<file path="src/rtl/packet_switch_dbg_avmm_arb.sv">
// Two-master Avalon-MM arbiter for a shared debug-counter CSR slave.
// Round-robin grant, one transaction in flight, read timeout with a substitute response.
module packet_switch_dbg_avmm_arb #(
  parameter int                    ADDR_WIDTH     = 8,
  parameter int                    DATA_WIDTH     = 32,
  parameter int                    TIMEOUT_CYCLES = 64,
  parameter logic [DATA_WIDTH-1:0] TIMEOUT_DATA   = 'hDEADBEEF
) (
  input  logic                                  clk,
  input  logic                                  rst_n,
  input  logic [1:0][ADDR_WIDTH-1:0]            m_address,
  input  logic [1:0]                            m_read,
  input  logic [1:0]                            m_write,
  input  logic [1:0][DATA_WIDTH-1:0]            m_writedata,
  input  logic [1:0][DATA_WIDTH/8-1:0]          m_byteenable,
  output logic [1:0]                            m_waitrequest,
  output logic [1:0][DATA_WIDTH-1:0]            m_readdata,
  output logic [1:0]                            m_readdatavalid,
  output logic [ADDR_WIDTH-1:0]                 s_address,
  output logic                                  s_read,
  output logic                                  s_write,
  output logic [DATA_WIDTH-1:0]                 s_writedata,
  output logic [DATA_WIDTH/8-1:0]               s_byteenable,
  input  logic [DATA_WIDTH-1:0]                 s_readdata,
  input  logic                                  s_readdatavalid,
  output logic                                  timeout_err,
  output logic [15:0]                           timeout_cnt
);

  localparam int CNT_W = $clog2(TIMEOUT_CYCLES);
  localparam logic [CNT_W-1:0] CNT_LAST = CNT_W'(TIMEOUT_CYCLES - 1);

  typedef enum logic [1:0] {IDLE, ISSUE, WAIT_RD} state_t;

  state_t           state;
  logic             last_grant;
  logic             cur_g;
  logic [CNT_W-1:0] wait_cnt;
  logic [1:0]       req;
  logic             accept;
  logic             gnt_idx;
  logic             gnt_rd;

  function automatic logic [15:0] sat_inc16(input logic [15:0] v);
    return (v == 16'hFFFF) ? v : v + 16'd1;
  endfunction

  // Grant selection: alternate under contention, a lone requester always wins.
  always_comb begin
    req           = m_read | m_write;
    accept        = (state == IDLE) && (|req);
    gnt_idx       = (req == 2'b11) ? ~last_grant : req[1];
    gnt_rd        = m_read[gnt_idx];
    m_waitrequest = 2'b11;
    if (accept)
      m_waitrequest[gnt_idx] = 1'b0;
  end

  always_ff @(posedge clk or negedge rst_n) begin
    if (!rst_n) begin
      state           <= IDLE;
      last_grant      <= 1'b1;
      cur_g           <= 1'b0;
      wait_cnt        <= '0;
      m_readdata      <= '0;
      m_readdatavalid <= 2'b00;
      s_address       <= '0;
      s_read          <= 1'b0;
      s_write         <= 1'b0;
      s_writedata     <= '0;
      s_byteenable    <= '0;
      timeout_err     <= 1'b0;
      timeout_cnt     <= 16'd0;
    end else begin
      s_read          <= 1'b0;
      s_write         <= 1'b0;
      m_readdatavalid <= 2'b00;
      timeout_err     <= 1'b0;
      case (state)
        IDLE: begin
          if (accept) begin
            last_grant   <= gnt_idx;
            cur_g        <= gnt_idx;
            s_address    <= m_address[gnt_idx];
            s_writedata  <= m_writedata[gnt_idx];
            s_byteenable <= m_byteenable[gnt_idx];
            s_read       <= gnt_rd;
            s_write      <= ~gnt_rd;
            state        <= ISSUE;
          end
        end
        // s_read is high exactly during ISSUE for a read, so it doubles as the captured op.
        ISSUE: begin
          if (s_read) begin
            wait_cnt <= '0;
            state    <= WAIT_RD;
          end else begin
            state    <= IDLE;
          end
        end
        WAIT_RD: begin
          if (s_readdatavalid) begin
            m_readdata[cur_g]      <= s_readdata;
            m_readdatavalid[cur_g] <= 1'b1;
            state                  <= IDLE;
          end else if (wait_cnt == CNT_LAST) begin
            m_readdata[cur_g]      <= TIMEOUT_DATA;
            m_readdatavalid[cur_g] <= 1'b1;
            timeout_err            <= 1'b1;
            timeout_cnt            <= sat_inc16(timeout_cnt);
            state                  <= IDLE;
          end else begin
            wait_cnt <= wait_cnt + 1'b1;
          end
        end
        default: state <= IDLE;
      endcase
    end
  end

endmodule

</file>
<file path="config.mk">
export PLATFORM = sky130hd
export DESIGN_NAME = packet_switch_dbg_avmm_arb
export DESIGN_NICKNAME = d
export VERILOG_FILES = /design/src/rtl/packet_switch_dbg_avmm_arb.sv
export SDC_FILE = /design/constraint.sdc
export NUM_CORES = 1
export LEC_CHECK = 0
export ABC_AREA = 1
export ABC_CLOCK_PERIOD_IN_PS = 1450
export BUFFER_PORTS_ARGS = -buffer_cell sky130_fd_sc_hd__buf_4
export CORE_ASPECT_RATIO = 1.25
export CORE_UTILIZATION = 46
export CTS_BUF_LIST = sky130_fd_sc_hd__clkbuf_4 sky130_fd_sc_hd__clkbuf_8 sky130_fd_sc_hd__clkbuf_16
export DETAILED_ROUTE_END_ITERATION = 8
export GPL_ROUTABILITY_DRIVEN = 0
export PLACE_DENSITY = 0.74
export SLEW_MARGIN = 30
export SYNTH_ARGS = -nofsm -noshare
export SYNTH_HDL_FRONTEND = slang
export SYNTH_SLANG_ARGS = --single-unit
</file>
<file path="constraint.sdc">
create_clock -name clk -period 1.45 [get_ports clk]
set_clock_uncertainty 0.1 [all_clocks]
set_input_delay 0.29 -clock clk [delete_from_list [all_inputs] [get_ports clk]]
set_output_delay 0.29 -clock clk [all_outputs]
set_load 0.005 [all_outputs]
</file>
==> results.ini <==
[outcome]
status = complete, but fails checks
violations = negative hold slack, negative setup slack

[sta]
timing.final.hold_violations = 1
tightest_pin_transition_ns = 0.406
setup_viol = 141
fmax_mhz = 528
grt_setup_unrepaired = yes
worst_relative_slew_slack = 0.729
final_min_period_over_clock_period = 1.31
worst_hold_slack_ns = -0.00104
final_critical_path_setup_slack_ns = -0.445
timing.final.crit_period_ns = 1.89
drv_slew = 0

[synth]
primary_flip_flop_cell_chosen_by_synthesis_mapping = dfrtp_1
synth_xor_area_frac = 0.00714
warning_count_from_the_yosys_run = 0
synth.mux.area_fraction = 0
netlist_area_um2 = 7360
synth_enable_flop_cells = 0
synth.area.top_cells = dfrtp_1 47%, nand2_1 15%, o21ai_2 7.6%, nand3_1 6.4%, nor2_1 3.8%
synthDistinctLibCells = 33
synth_largest_type_area_fraction = 0.469
post_synth.cell_area_avg_um2 = 8.07
most_used_standard_cell_by_instance_count_after_synthesis = nand2_1
synth_compound_gate_area_share = 0.136
postSynthCellCount = 912
synth_adder_area_share = 0.00340
main_combinational_cell_family_by_area_after_synthesis = simple AND/OR/NAND/NOR gates
synth_common_cells = 293 x nand2_1, 138 x dfrtp_1, 94 x nand3_1
yosysSeqAreaShare = 0.473
synth_area_leader_cell = dfrtp_1
mappedNetlistNets = 1041
ys_async_sr_fraction = 1.00
synth-seq-cells = 139
synth-simple-area-share = 0.290

[cts]
ctsHtreeMaxLevel = 4
tritoncts = done
cts_inserted_buffers = 17
clk_lat_worst_skew_ns = 0.43
clock_sinks = 139
max-clock-path-buffers = 2
clk_root_buffer_cell = clkbuf_16
clkTransAtPathRegs_ns = 0.07

[critical_path]
worst_setup_path_endpoint = m_waitrequest[0]
critical_path_required_ns = 1.06
cp_startpoint = last_grant$_DFFE_PN1P_
ff2ff_path_depth = 11
timing.critical_path.arrival_ns = 1.50
critPathMaxFanout = 3
r2r-start = wait_cnt[1]$_DFFE_PN0P_
critical_path_capture_point_type = output port
rr_endpoint = m_readdata[28]$_DFFE_PN0P_
worst-r2r-setup-slack_ns = -0.35
worst_setup_path_start_kind = flip-flop
critPathKind = flip-flop to output port

[layout]
flow.area_growth_from_synthesis_pct = 80.1
fill_cells = 746
fin_nets = 1499
antenna-diode-count = 0
final_cell_area_um2 = 13300
layout-drive-gt1-share = 0.485
finish.utilization = 0.848

[floorplanning]
num_io_pins = 258
die_extent_in_x_um = 115
floorplan.initialDensity = 0.471
core_area_um2 = 15600
die_height_um = 143
std_cell_rows = 51
floorplan.die_area_um2 = 16500

[power_and_ir_drop]
p_total_w = 0.0239
power_per_cell_area_nw_per_um2 = 1810
vdd_drop_max_uv = 1320
p_leak_nw = 6.52

[routing]
detail_route.first_pass.iterations = 5
wl_um = 32500
ant_nets = 0
drc = 0
drt_first_iter_violations = 899
via_count = 8867
via_cell_ratio = 5.56
wl_per_cell_um = 20.4

[grt]
grtUsageTotal = 0.367
grt_antenna_before_repair = 0
grt_pass1_vias = 8937
grt_start_max_net_pins = 69
global_route.overflow_total = 0
grt_pass1_wl_um = 45900

[run]
max-cap-violations = 0

[placement]
estimated_wirelength_of_the_detail_placed_design_um = 15400
port_buffers = 257
dpl-instance-area_um2 = 9850

[worst_hold_path]
hold_path_class = input pin to flip-flop

through the flow:
step | cells | setup TNS (ns) | setup slack (ns) | hold WS [ns]
after floorplan | 912 | -5.90 | -0.0935 | -0.106
after global placement | 1401 | -7.80 | -0.122 | 0.0157
after detailed placement | 1401 | -13.01 | -0.177 | 0.0142
after CTS | 1578 | -27.38 | -0.450 | 0.0000746
after global routing | 1595 | -42.83 | -0.483 | 0.00303
final | 1595 | -34.85 | -0.445 | -0.00104
metal layers:
layer  GRT usage  share of wire  up-vias
li1            -              -     3855
met1       0.393           0.34     4260
met2       0.633           0.50      582
met3       0.103          0.087      170
met4       0.234          0.076        0
met5           0              0        -
state kept, by name, indices dropped and copies added, names as in the netlist:
name	flops
s_writedata	32
state	2
last_grant	1
m_readdatavalid	2
timeout_err	1
cur_g	1
s_address	8
s_byteenable	4
timeout_cnt	16
wait_cnt	6
m_readdata	64
s_read	1
s_write	1
area by class of cell:
| cell class | instances | area (µm²) | area share |
|---|---|---|---|
| clock buffers | 18 | 439 | 0.0331 |
| clock inverters | 14 | 186 | 0.0141 |
| flip-flops and latches | 139 | 3490 | 0.263 |
| well taps | 212 | 265 | 0.0200 |
| inverters | 74 | 283 | 0.0213 |
| repair buffers | 488 | 4640 | 0.350 |
| multi-input cells | 650 | 3950 | 0.298 |
placed cells by master, fill, tap and decap left out, drive strengths merged, types with 2 or more instances in the layout:
cell | synthesis | final
xor2 | 5 | 5
o21ai | 115 | 115
dfrtp | 138 | 138
nor2 | 82 | 82
buf | 41 | 396
clkinv | 0 | 5
clkinvlp | 0 | 2
nand3 | 98 | 99
inv | 74 | 78
a21oi | 32 | 32
nand2 | 299 | 299
bufinv | 0 | 3
nand3b | 4 | 4
dlygate4sd3 | 0 | 85
ha | 2 | 2
clkbuf | 9 | 25
nand4 | 8 | 8
cells by family after synthesis:
group | count (synthesis)
AOI/OAI and AO/OA | 148
xor gates and xnor gates | 6
adders and majority gates | 2
buffers and inverters | 124
DFF | 139
and+or+nand+nor | 493
worst min-delay path by stage:
stage / from / to / slack [ns] / depth (start not counted)
after detailed placement: rst_n / m_readdata[11]$_DFFE_PN0P_ / 0.01 / 1
after global placement: rst_n / m_readdata[11]$_DFFE_PN0P_ / 0.02 / 1
after global routing: m_address[10] / s_address[2]$_DFFE_PN0P_ / 0.003 / 3
after floorplan: rst_n / cur_g$_DFFE_PN0P_ / -0.11 / 0
after CTS: m_writedata[52] / s_writedata[20]$_DFFE_PN0P_ / 0.00007 / 3
final: m_address[10] / s_address[2]$_DFFE_PN0P_ / -0.001 / 3
power by group:
group	internal [W]	total [W]	switching (W)
registers	0.00538	0.00689	0.00151
logic	0.00606	0.0123	0.00628
clock network	0.00279	0.00472	0.00193
total	0.0142	0.0239	0.00972
repair_timing:
action,4_1_cts,5_1_grt
hold endpoints to repair,182,0
cloned,12,7
resized for setup,217,94
setup endpoints to repair,140,158
buffers inserted,48,26
pin swaps,29,16
hold buffers,85,0
critical path, cell delays in order, from the launching register on:
cell and delay [ns]:
dfstp_2 0.53, inv_2 0.04, o22ai_4 0.14, inv_2 0.11, nor2_8 0.10, inv_2 0.04
buf_6 0.11
Power figures use the tool's default switching activity.
